<file path="config.mk">
export PLATFORM = sky130hd
export DESIGN_NAME = int_ctrl
export DESIGN_NICKNAME = d
export VERILOG_FILES = /design/src/rtl/int_ctrl_pkg.sv /design/src/rtl/int_ctrl_prio_enc.sv /design/src/rtl/int_ctrl.sv
export SDC_FILE = /design/constraint.sdc
export NUM_CORES = 1
export LEC_CHECK = 0
export ABC_AREA = 1
export BUFFER_PORTS_ARGS = -buffer_cell sky130_fd_sc_hd__buf_2
export CAP_MARGIN = 10
export CORE_ASPECT_RATIO = 1.1
export CORE_MARGIN = 2
export CORE_UTILIZATION = 30
export DETAILED_ROUTE_END_ITERATION = 10
export GPL_TIMING_DRIVEN = 1
export PLACE_DENSITY = 0.52
export SETUP_SLACK_MARGIN = 0.05
export SLEW_MARGIN = 20
export SYNTH_ARGS = -nofsm -noshare
export SYNTH_HDL_FRONTEND = slang
export SYNTH_HIERARCHICAL = 1
export SYNTH_SLANG_ARGS = --single-unit
</file>
<file path="constraint.sdc">
create_clock -name clk -period 3.79 [get_ports clk]
set_input_delay 0 -clock clk [delete_from_list [all_inputs] [get_ports clk]]
set_output_delay 0 -clock clk [all_outputs]
set_load 0.005 [all_outputs]
</file>
<file path="src/rtl/int_ctrl_pkg.sv">
// Shared definitions for the interrupt controller: FSM state encodings and
// register window offsets.
package int_ctrl_defs;

  typedef enum logic [1:0] {
    ST_IDLE    = 2'd0,
    ST_REQ     = 2'd1,
    ST_SERVICE = 2'd2
  } state_e;

  localparam logic [1:0] REG_ENABLE  = 2'd0;
  localparam logic [1:0] REG_MODE    = 2'd1;
  localparam logic [1:0] REG_PENDING = 2'd2;
  localparam logic [1:0] REG_STATUS  = 2'd3;

  localparam int CFG_W = 16;

endpackage

</file>
<file path="src/rtl/int_ctrl_prio_enc.sv">
// Lowest-index-first priority encoder: returns the index of the lowest set
// request bit plus a valid flag.
module prio_enc #(
  parameter int N_INT = 8,
  parameter int VEC_W = 3
) (
  input  logic [N_INT-1:0] req,
  output logic             vld,
  output logic [VEC_W-1:0] vec
);

  // Scan from the top down so the lowest set index is the last one written.
  always_comb begin
    vld = 1'b0;
    vec = '0;
    for (int i = N_INT - 1; i >= 0; i--) begin
      if (req[i]) begin
        vld = 1'b1;
        vec = VEC_W'(i);
      end
    end
  end

endmodule

</file>
<file path="src/rtl/int_ctrl.sv">
// Prioritised interrupt controller: pin synchroniser, edge/level pending
// logic, request/ack/eoi handshake FSM and a 4-word config register window.
module int_ctrl
  import int_ctrl_defs::*;
#(
  parameter int N_INT = 8,
  parameter int VEC_W = 3
) (
  input  logic             clk,
  input  logic             rst_n,
  input  logic [N_INT-1:0] irq_in,
  input  logic             cfg_wr,
  input  logic [1:0]       cfg_addr,
  input  logic [15:0]      cfg_wdata,
  output logic [15:0]      cfg_rdata,
  output logic             irq_req,
  output logic [VEC_W-1:0] irq_vec,
  input  logic             irq_ack,
  input  logic             irq_eoi
);

  localparam logic [CFG_W-1:0] LEGAL = CFG_W'((32'd1 << N_INT) - 32'd1);

  logic [N_INT-1:0] sync1_q, sync1_d, sync2_q, sync2_d, sync3_q, sync3_d;
  logic [CFG_W-1:0] enable_q, enable_d, mode_q, mode_d;
  logic [N_INT-1:0] pend_q, pend_d;
  state_e           state_q, state_d;
  logic [VEC_W-1:0] vec_q, vec_d;

  logic [N_INT-1:0] pend, elig, rise, clr;
  logic             enc_vld;
  logic [VEC_W-1:0] enc_vec;

  always_ff @(posedge clk) begin
    if (!rst_n) begin
      sync1_q  <= '0;
      sync2_q  <= '0;
      sync3_q  <= '0;
      enable_q <= '0;
      mode_q   <= '0;
      pend_q   <= '0;
      state_q  <= ST_IDLE;
      vec_q    <= '0;
    end else begin
      sync1_q  <= sync1_d;
      sync2_q  <= sync2_d;
      sync3_q  <= sync3_d;
      enable_q <= enable_d;
      mode_q   <= mode_d;
      pend_q   <= pend_d;
      state_q  <= state_d;
      vec_q    <= vec_d;
    end
  end

  // Level sources use the third stage so edge and level paths share latency.
  always_comb begin
    sync1_d  = irq_in;
    sync2_d  = sync1_q;
    sync3_d  = sync2_q;
    rise     = sync2_q & ~sync3_q;
    pend     = (pend_q & mode_q[N_INT-1:0]) | (sync3_q & ~mode_q[N_INT-1:0]);
    elig     = pend & enable_q[N_INT-1:0];
    enable_d = enable_q;
    mode_d   = mode_q;
    clr      = '0;
    if (cfg_wr) begin
      case (cfg_addr)
        REG_ENABLE:  enable_d = cfg_wdata & LEGAL;
        REG_MODE:    mode_d   = cfg_wdata & LEGAL;
        REG_PENDING: clr      = cfg_wdata[N_INT-1:0];
        default:     ;
      endcase
    end
    if (state_q == ST_REQ && irq_ack) clr[vec_q] = 1'b1;
    // Set beats clear; level-mode bits keep no storage.
    pend_d = mode_q[N_INT-1:0] & ((pend_q & ~clr) | rise);
  end

  prio_enc #(.N_INT(N_INT), .VEC_W(VEC_W)) u_prio (
    .req (elig),
    .vld (enc_vld),
    .vec (enc_vec)
  );

  always_comb begin
    state_d = state_q;
    vec_d   = vec_q;
    case (state_q)
      ST_IDLE: begin
        if (enc_vld) begin
          state_d = ST_REQ;
          vec_d   = enc_vec;
        end
      end
      // An ack in the same cycle as a withdraw still wins.
      ST_REQ: begin
        if (irq_ack)            state_d = ST_SERVICE;
        else if (!elig[vec_q])  state_d = ST_IDLE;
      end
      ST_SERVICE: begin
        if (irq_eoi) state_d = ST_IDLE;
      end
      default: state_d = ST_IDLE;
    endcase
  end

  assign irq_req = (state_q == ST_REQ);
  assign irq_vec = vec_q;

  always_comb begin
    cfg_rdata = '0;
    case (cfg_addr)
      REG_ENABLE:  cfg_rdata = enable_q;
      REG_MODE:    cfg_rdata = mode_q;
      REG_PENDING: cfg_rdata[N_INT-1:0] = pend;
      REG_STATUS:  cfg_rdata[2:0] = {state_q, state_q == ST_SERVICE};
      default:     ;
    endcase
  end

endmodule

</file>
==> results of run 1 <==
routing by layer:
layer  vias up  routed length (um)
met4         0                  64
li1       1193                   -
met1       982                2870
met2        42                2720
met3         5                 206
met5         -                   0
state kept, by name, indices dropped and copies added, names as in the netlist:
name,cells
sync3_q,8
sync1_q,8
state_q,2
enable_q,8
mode_q,8
sync2_q,8
irq_vec,3
pend_q,8
worst max-delay path, delay by kind of cell, from the launching register on:
kind / cells / cell delay (ns)
AND/OR/NAND/NOR: 6 / 0.88
buffers and inverters: 1 / 0.06
flip-flops: 1 / 0.38
AO/OA/AOI/OAI: 2 / 0.28
per-stage QoR:
step | util (%) | area (um^2) | total power, W
3_5_place_dp | 34.0 | 2720 | 0.000729
5_1_grt | 37.3 | 2980 | 0.00115
4_1_cts | 37.3 | 2980 | 0.00111
2_1_floorplan | - | 2520 | 0.000689
6_report | 37.3 | 2980 | 0.00109
3_3_place_gp | 34.0 | 2720 | 0.000727
power breakdown:
group          leakage, nW  total (W)  switching [W]  internal [W]
logic                0.980   0.000132      0.0000796     0.0000521
clock network       0.0549   0.000365       0.000195      0.000169
registers            0.434   0.000595      0.0000151      0.000580
cell usage after synthesis:
cell        n
dfxtp_1    53
nor3_2      1
nand4_1     1
conb_1      1
nor2_4      4
clkbuf_1    4
o2111ai_1   2
a21oi_1     7
clkinv_1    1
buf_2       1
buf_4       9
nor3_1      8
nor2_1     33
inv_1      73
and3_1      1
a211oi_2    3
or2_1       1
a31oi_1     1
nand3_1    22
buf_6       2
o21a_1      1
nand2_4     1
nand2_1    97
o21ai_0    11
a22oi_1     8
inv_2       3
o211ai_1    1
a211oi_1   11
cell families after synthesis:
logic type	after synthesis
AOI/OAI and AO/OA	45
other	1
DFF	53
and+or+nand+nor	169
buffers and inverters	93
area by class of cell:
cell class | instances | area share [%]
clock inverter | 1 | 0.294
tap | 108 | 4.53
timing repair buffer | 50 | 11.1
multi-input combinational | 222 | 35.6
sequential | 53 | 35.6
inverter | 77 | 9.69
clock buffer | 7 | 3.23
worst min path at each step:
stage                       endpoint  depth (start not counted)  slack [ns]       from
after CTS                 state_q[1]                          3        0.01    irq_eoi
after detailed placement  sync1_q[3]                          3        0.18  irq_in[3]
after global placement    sync1_q[3]                          3        0.18  irq_in[3]
after global routing      state_q[1]                          3        0.02    irq_eoi
after floorplan           sync1_q[0]                          2         0.1  irq_in[0]
final                     state_q[1]                          3        0.01    irq_eoi
what timing repair did:
item | CTS | global route
hold endpoints to repair | 21 | 0
hold buffers | 16 | 0
buffers inserted | 0 | 0
endpoints found under the setup margin | 0 | 0
==> run_results.csv, run 1 <==
group,metric,value,unit
status,outcome,"finished, final reports clean",
critical_path,worstSetupPathType,"register to register",
timing,worst_pin_slew,0.678,ns
yosys,synth.cell_area,2500,um^2
cells_and_area,final_common_cell,"nand2_1",
power_and_ir_drop,ir_worst_vdd,0.158,mV
critical_path,worst_setup_path_start_kind,"register",
critical_path,r2r_cells,9,
clock_tree,cts_resized,0,
critical_path,arrival,1.91,ns
clock_tree,cts_tree,"done",
critical_path,setup.worst_path.end_class,"register",
clock_tree,clk_latency,0.31,ns
yosys,ys_seq_area_share,42.5,%
critical_path,r2r_slack,2.12,ns
clock_tree,clkTransAtPathRegs,0.10,ns
die,ios,51,
critical_path,worstPathRequired,4.03,ns
yosys,synth_compound_gate_area_share,12.4,%
yosys,muxShareOfSynthArea,0,%
timing,fin_crit,1.67,ns
clock_tree,clkSinkCount,53,
cells_and_area,regArea,1060,um^2
cells_and_area,fillerInstances,902,
timing,holdWs,0.0101,ns
placement,gp_congestion,0.864,
yosys,synthTopCellsByArea,"dfxtp_1, nand2_1, inv_1, nor2_1, nand3_1",
power_and_ir_drop,p_per_area,366,nW/um^2
global_routing,grt_pass1_wl,9990,um
clock_tree,cts-root-buf,"clkbuf_8",
timing,setup_violations,0,
routing,finalWirelength,5860,um
die,core,8000,um^2
timing,fmaxAchievable,599,MHz
yosys,synthAdderAreaFrac,0,%
global_routing,grt_start_max_net_pins,38,
placement,dp_hpwl,4230,um
placement,dp_cells,494,
cells_and_area,final_cells,518,
clock_tree,cts_buffer_depth,2,
global_routing,overflow,0,
routing,vias,2222,
critical_path,reg2reg_to,"irq_vec[1]",
timing,final_hold_viol_count,0,
routing,firstDrtPassIters,4,
job,maxCapViolCount,0,
timing,clock_skew,0.00680,ns
yosys,ys_types,28,
clock_tree,htree_levels,2,
cells_and_area,n_antenna_cell,0,
timing,period_share,44.1,%
critical_path,r2r-start,"mode_q[7]",
timing,rsz0062_at_grt,"no",
yosys,syn_avg_cell_area,6.91,um^2
critical_path,endpoint,"irq_vec[1]",
routing,drt-wirelength-per-cell,11.3,um
routing,drc,0,
critical_path,crit_start,"mode_q[7]",
cells_and_area,multiInputGateArea,1060,um^2
die,initial_utilization,31.2,%
power_and_ir_drop,p_leak,1.47,nW
global_routing,grt_use_met3,2.58,%
cells_and_area,drive_above_1_share,13.2,%
die,rows,34,
placement,pre_cts_ws,1.91,ns
global_routing,grtUsageMet2,22.8,%
global_routing,grt_busiest_layer,"met2",
global_routing,grt_pass1_vias,2074,
routing,final_antenna_net_count,0,
timing,final.setup.worst_slack,2.12,ns
cells_and_area,mostFrequentLayoutCells,"nand2_1, inv_1, dfxtp_1",
global_routing,met1_usage,18.4,%
critical_path,cpPeakStageDelay,0.38,ns
yosys,synth_area_leader_cell,"dfxtp_1",
routing,first_iter_violations,76,
clock_tree,numCtsBuffers,5,
yosys,yosys_warnings,6,
timing,max_slew_margin,54.8,%
global_routing,grt_usage,13.7,%
yosys,syn-instance-count,361,
placement,port_buffers,34,
timing,drv_slew,0,
timing,fin_tns_setup,0,ns
cells_and_area,area_delta_synth_final,19.5,%
yosys,synth_top_family_by_area,"simple AND/OR/NAND/NOR gates",
critical_path,path_max_fanout,7,
yosys,synth-xor-area-share,0,%
critical_path,crit_chain,"nand2_1 > nand3_1 > inv_1 > or2_1 > nor3_2 > nand2_1 > nand3_1 > o21ai_0 > a21oi_1",
die,die_w,91.0,um
yosys,yosysTopAreaCellShare,42.5,%
die,die_y,99.7,um
min_path,hold_class,"primary input to register",
cells_and_area,fin_nets,440,
die,die-area,9070,um^2
critical_path,critPathSlowestCell,"dfxtp_1",
global_routing,antenna_found_initial,0,
yosys,synth-simple-area-share,29.0,%
routing,viasPerCell,4.29,
yosys,yosys_register_bits,53,
No activity file was read; power rests on OpenSTA's default activity.
==> inputs of run 2 (changes only) <==
--- a/config.mk
+++ b/config.mk
@@ -13,7 +13,7 @@
 export CORE_UTILIZATION = 30
 export DETAILED_ROUTE_END_ITERATION = 10
 export GPL_TIMING_DRIVEN = 1
-export PLACE_DENSITY = 0.52
+export PLACE_DENSITY = 0.54
 export SETUP_SLACK_MARGIN = 0.05
 export SLEW_MARGIN = 20
 export SYNTH_ARGS = -nofsm -noshare
==> constraint.sdc (replaced) <==
create_clock -name clk -period 1.4 [get_ports clk]
set_input_delay 0 -clock clk [delete_from_list [all_inputs] [get_ports clk]]
set_output_delay 0 -clock clk [all_outputs]
set_load 0.005 [all_outputs]
==> run 2 against run 1 <==
Net effect: the run now ends with hold timing, setup timing left; sequential share of layout area decreased by 3.2 points; design area rose by 11%; critical endpoint unchanged; via count rose by 8.8%; utilization grew 4.3 points; register-to-register slack worse by 2.2 ns; non-clock buffer count rose by 30; cell count is 5.8% higher; maximum frequency is 11% higher; total power rose to 2.8 times the previous value; worst hold slack worse by 0.011 ns; global-route usage grew 0.60 points.
==> run_results.csv, run 2 (synthesis gave the netlist of run 1 again) <==
group,metric,value,unit
routing,drc,0,
placement,pre_cts_ws,-0.0733,ns
critical_path,path_max_fanout,7,
timing,setup_violations,4,
timing,final_hold_viol_count,1,
status,violations,"hold timing, setup timing",
global_routing,grt_usage,14.3,%
die,die_y,99.7,um
placement,gp_congestion,0.852,
routing,firstDrtPassIters,4,
routing,finalWirelength,6250,um
die,die_w,91.0,um
job,maxCapViolCount,0,
global_routing,antenna_found_initial,0,
clock_tree,numCtsBuffers,5,
clock_tree,clk_latency,0.31,ns
clock_tree,clkTransAtPathRegs,0.10,ns
power_and_ir_drop,p_leak,1.63,nW
power_and_ir_drop,p_per_area,933,nW/um^2
global_routing,grt_start_max_net_pins,37,
global_routing,grt_pass1_vias,2222,
critical_path,crit_top_cell,"inv_2",
global_routing,overflow,0,
routing,final_antenna_net_count,0,
cells_and_area,mostFrequentLayoutCells,"nand2_1, inv_1, dfxtp_1",
critical_path,setup.worst_path.end_class,"register",
critical_path,worstPathRequired,1.64,ns
critical_path,arrival,1.74,ns
cells_and_area,fin_nets,470,
timing,fin_tns_setup,-0.264,ns
clock_tree,clkSinkCount,53,
timing,fmaxAchievable,666,MHz
critical_path,crit_chain,"inv_2 > nand2_2 > nand3_2 > inv_2 > or2_1 > nor3_2 > nand2_1 > nand3_4 > o21ai_1 > a21oi_1",
clock_tree,cts_tree,"done",
placement,dp_hpwl,4460,um
routing,first_iter_violations,87,
cells_and_area,n_antenna_cell,0,
placement,dp_cells,517,
die,core,8000,um^2
timing,fin_crit,1.50,ns
timing,rsz0062_at_grt,"yes",
global_routing,grt_pass1_wl,10300,um
cells_and_area,area_delta_synth_final,33.1,%
status,outcome,"complete, but fails checks",
critical_path,worst_setup_path_start_kind,"register",
critical_path,worstSetupPathType,"register to register",
routing,drt-wirelength-per-cell,11.4,um
timing,drv_slew,0,
critical_path,critPathSlowestCell,"dfxtp_2",
die,initial_utilization,31.2,%
die,rows,34,
die,ios,51,
die,die-area,9070,um^2
critical_path,cpPeakStageDelay,0.34,ns
timing,holdWs,-0.00127,ns
timing,final.setup.worst_slack,-0.101,ns
cells_and_area,final_cells,548,
cells_and_area,final_common_cell,"nand2_1",
placement,port_buffers,34,
routing,viasPerCell,4.41,
clock_tree,htree_levels,2,
clock_tree,cts_buffer_depth,2,
power_and_ir_drop,ir_worst_vdd,0.398,mV
min_path,hold_class,"primary input to register",
cells_and_area,drive_above_1_share,27.7,%
clock_tree,cts-root-buf,"clkbuf_8",
timing,clock_skew,0.00946,ns
routing,vias,2417,
power_and_ir_drop,total_power,0.00310,W
timing,period_share,107,%
-- run 2: cell types whose count changed in the layout (fill, tap and decap cells not counted), moves of 3 or more --
cell,change
nand2_1,-8
nand3_1,-3
dfxtp_1,-12
buf_4,+28
o21ai_0,-3
nor3_1,-4
inv_2,+7
inv_1,-7
nand2_2,+8
nor3_2,+3
dfxtp_2,+12
-- run 2: area by class of cell --
| type | instances | area (um^2) |
|---|---|---|
| fill | 889 | 4670 |
| clock inverter | 2 | 38.8 |
| clock buffer | 6 | 72.6 |
| tap | 108 | 135 |
| sequential | 53 | 1080 |
| inverter | 77 | 289 |
| timing repair buffer | 80 | 563 |
| multi-input combinational | 222 | 1150 |
-- run 2: through the flow --
step / hold WS, ns / util [%] / area (um^2)
2_1_floorplan: 0.0976 / - / 2530
3_3_place_gp: 0.179 / 36.2 / 2900
3_5_place_dp: 0.184 / 36.2 / 2900
4_1_cts: 0.00120 / 40.4 / 3230
5_1_grt: 0.00607 / 41.6 / 3320
6_report: -0.00127 / 41.6 / 3320
-- run 2: worst paths after layout --
kind	slack, ns	start	to	cells past startpoint
min reg2reg	0.42	sync1_q[2]	sync2_q[2]	2
max	-0.10	mode_q[7]	irq_vec[1]	10
min	-0.001	irq_eoi	state_q[1]	3
max reg2reg	-0.10	mode_q[7]	irq_vec[1]	10
-- run 2: what timing repair did --
item                                    in CTS  in global routing
hold buffers                                16                  0
buffers inserted                             5                  2
pin swaps                                    1                  2
gates resized for setup                     15                 30
endpoints found under the setup margin       4                 13
endpoints found under the hold margin       22                  0
gates cloned                                 0                  0
-- run 2: critical path: cells and delay by family, from the launching register on --
family / cells / cell delay (ns)
simple gates: 6 / 0.79
compound gates: 2 / 0.20
buf+inv: 2 / 0.10
flops: 1 / 0.34
-- run 2: where the power goes --
group          internal, W  switching (W)  total, W  leakage, nW
logic             0.000193       0.000244  0.000436         1.14
clock network     0.000537       0.000511   0.00105       0.0554
registers          0.00157      0.0000424   0.00162        0.439
total              0.00230       0.000797   0.00310         1.63
-- run 2: layer usage --
| metal | vias up | GRT usage, % | routed length, um |
|---|---|---|---|
| met3 | 9 | 2.35 | 253 |
| met4 | 0 | 5.48 | 115 |
| met5 | - | 0 | 0 |
| met1 | 1101 | 18.5 | 3040 |
| li1 | 1259 | - | - |
| met2 | 48 | 24.0 | 2840 |
==> inputs of run 3 (changes only) <==
--- a/config.mk
+++ b/config.mk
@@ -13,10 +13,9 @@
 export CORE_UTILIZATION = 30
 export DETAILED_ROUTE_END_ITERATION = 10
 export GPL_TIMING_DRIVEN = 1
-export PLACE_DENSITY = 0.54
+export PLACE_DENSITY = 0.53
 export SETUP_SLACK_MARGIN = 0.05
 export SLEW_MARGIN = 20
 export SYNTH_ARGS = -nofsm -noshare
 export SYNTH_HDL_FRONTEND = slang
-export SYNTH_HIERARCHICAL = 1
 export SYNTH_SLANG_ARGS = --single-unit
==> run 3 against run 2 <==
Net effect: routed wire length fell by 5.6%; largest cell class unchanged; register-to-register slack better by 0.26 ns; the flow now finishes without violations; clock skew down 0.0013 ns; clock power is 15% lower.
==> run_results.csv, run 3 <==
group,metric,value,unit
critical_path,worst_setup_path_start_kind,"register",
clock_tree,cts-root-buf,"clkbuf_8",
cells_and_area,fin_area,3120,um^2
cells_and_area,n_antenna_cell,0,
global_routing,grt_busiest_layer,"met2",
global_routing,overflow,0,
yosys,synthTopCellsByArea,"dfxtp_1, nand2_1, inv_1, a211oi_2, nor2_1",
routing,viasPerCell,4.35,
critical_path,worstSetupPathType,"register to register",
yosys,async_flop_share,0,%
routing,vias,2174,
timing,rsz0062_at_grt,"yes",
global_routing,grt_pass1_vias,1989,
critical_path,path_max_fanout,4,
timing,drv_slew,0,
power_and_ir_drop,p_leak,1.48,nW
die,die_y,101,um
critical_path,r2r-start,"mode_q[6]",
power_and_ir_drop,p_int,0.00207,W
placement,gp_congestion,0.831,
global_routing,antenna_found_initial,0,
yosys,yosysMostFrequentCell,"nand2_1",
yosys,yosys_warnings,0,
power_and_ir_drop,p_per_area,919,nW/um^2
clock_tree,htree_levels,2,
routing,firstDrtPassIters,4,
critical_path,setup.worst_path.end_class,"register",
critical_path,crit_start,"mode_q[6]",
routing,first_iter_violations,77,
die,rows,35,
power_and_ir_drop,ir_worst_vdd,0.403,mV
yosys,syn-instance-count,337,
timing,period_share,88.7,%
power_and_ir_drop,clkPwrFrac,30.9,%
min_path,hold_class,"primary input to register",
routing,drc,0,
timing,setup_violations,0,
routing,finalWirelength,5900,um
placement,placed_area,2810,um^2
critical_path,critPathSlowestCell,"dfxtp_1",
global_routing,grt_pass1_wl,9740,um
critical_path,cpPeakStageDelay,0.33,ns
power_and_ir_drop,comb_power_share,12.8,%
job,maxCapViolCount,0,
timing,fin_crit,1.24,ns
routing,drt-wirelength-per-cell,11.8,um
die,initial_utilization,30.7,%
critical_path,reg2reg_to,"irq_vec[1]",
clock_tree,cts_buffer_depth,2,
placement,pre_cts_ws,0.0564,ns
timing,fmaxAchievable,805,MHz
die,ios,51,
global_routing,met1_usage,16.8,%
clock_tree,clkTransAtPathRegs,0.10,ns
critical_path,crit_top_cell,"inv_2",
clock_tree,cts_tree,"done",
timing,fin_tns_setup,0,ns
critical_path,worstPathRequired,1.61,ns
yosys,ys_types,34,
critical_path,r2r_slack,0.16,ns
cells_and_area,fin_nets,419,
critical_path,endpoint,"irq_vec[1]",
yosys,synth.top_cells.by_count,"nand2_1, inv_1, dfxtp_1",
yosys,syn_avg_cell_area,7.61,um^2
global_routing,grtUsageMet2,22.9,%
yosys,yosysTopAreaCellShare,41.3,%
yosys,synth_area_leader_cell,"dfxtp_1",
cells_and_area,drive_above_1_share,30.3,%
global_routing,grt_use_met3,2.24,%
clock_tree,clkSinkCount,53,
placement,port_buffers,34,
die,core,8360,um^2
power_and_ir_drop,p_switching,0.000794,W
global_routing,grt_start_max_net_pins,32,
critical_path,r2r_cells,10,
critical_path,crit_chain,"inv_2 > nand2_1 > nand3_2 > o21ai_4 > nor2_4 > nand2_2 > nand2_4 > inv_2 > o21ai_2 > nor2_2",
timing,final_hold_viol_count,0,
power_and_ir_drop,seqPwrFrac,56.2,%
die,die-area,9310,um^2
global_routing,grt_usage,13.2,%
status,outcome,"finished, final reports clean",
critical_path,arrival,1.45,ns
timing,final.setup.worst_slack,0.158,ns
cells_and_area,final_common_cell,"nand2_1",
clock_tree,numCtsBuffers,5,
timing,clock_skew,0.00817,ns
yosys,yosys_register_bits,53,
cells_and_area,area_delta_synth_final,21.6,%
yosys,synth_edf_count,0,
power_and_ir_drop,swShare,27.7,%
yosys,synth.cell_area,2570,um^2
placement,dp_hpwl,4280,um
yosys,ys.flop_type,"dfxtp_1",
yosys,ys_seq_area_share,41.3,%
clock_tree,clk_latency,0.31,ns
routing,final_antenna_net_count,0,
cells_and_area,mostFrequentLayoutCells,"nand2_1, inv_1, dfxtp_1",
die,die_w,92.2,um
## run 3: cell count changes in the layout (fill, tap and decap cells not counted), sizes merged, moves of 2 or more
cell    previous run  this run
buf               64        38
inv               76        66
nand2             98        87
nand3             22         9
nor3               9        11
o21ai             11        17
o221ai             0         3
o22ai              0         2
## run 3: through the flow
stage / utilization, % / hold WS [ns] / power [W] / std cells
final: 37.3 / 0.0133 / 0.00287 / 500
after global routing: 37.3 / 0.0169 / 0.00301 / 500
after CTS: 36.5 / 0.00897 / 0.00291 / 498
after detailed placement: 33.6 / 0.185 / 0.00198 / 475
after global placement: 33.6 / 0.183 / 0.00197 / 475
after floorplan: - / 0.0976 / 0.00187 / 344
## run 3: kinds of logic after synthesis
group	count (synthesis)	synth area share, %
buffers and inverters	81	13.7
DFF	53	41.3
AOI/OAI and AO/OA	57	17.4
other	1	0.146
and+or+nand+nor	145	27.4
## run 3: worst max-delay path: cells and delay by family, from the launching register on
family	cells	cell delay (ns)
and+or+nand+nor	6	0.49
DFF	1	0.33
buffers and inverters	2	0.13
AOI/OAI and AO/OA	2	0.20
## run 3: per-layer routing
layer  vias up  share of wire [%]
met2        33                 50
li1       1153                  -
met4         0               0.71
met1       984                 46
met3         4                3.0
met5         -                  0
## run 3: worst min-delay path by stage
stage	startpoint	endpoint	slack, ns	cells past startpoint
CTS	cfg_wdata[3]	enable_q[3]	0.009	3
global route	cfg_wdata[3]	mode_q[3]	0.02	3
detailed placement	irq_in[4]	sync1_q[4]	0.19	3
floorplan	irq_in[0]	sync1_q[0]	0.1	2
global placement	irq_in[4]	sync1_q[4]	0.18	3
finish	cfg_wdata[3]	mode_q[3]	0.01	3
## run 3: power by group through the flow
stage          clock [W]  sequential, W  combinational (W)
2_1_floorplan          0        0.00163           0.000243
3_3_place_gp           0        0.00164           0.000329
3_5_place_dp           0        0.00164           0.000332
4_1_cts         0.000937        0.00161           0.000366
5_1_grt         0.000974        0.00162           0.000416
6_report        0.000888        0.00161           0.000368
## run 3: timing repair
action                     4_1_cts  5_1_grt
gates cloned                     0        0
setup endpoints to repair        1        9
gates resized for setup          1       21
setup buffers                    0        2
hold buffers                    15        0
pin swaps                        0        6
hold endpoints to repair        16        0
## run 3: layout make-up
class	instances	area (um^2)
fillers	871	5240
multi-input cells	210	1220
flip-flops and latches	53	1070
repair buffers	53	350
inverters	65	244
well taps	111	139
clock buffers	5	68.8
clock inverters	3	21.3
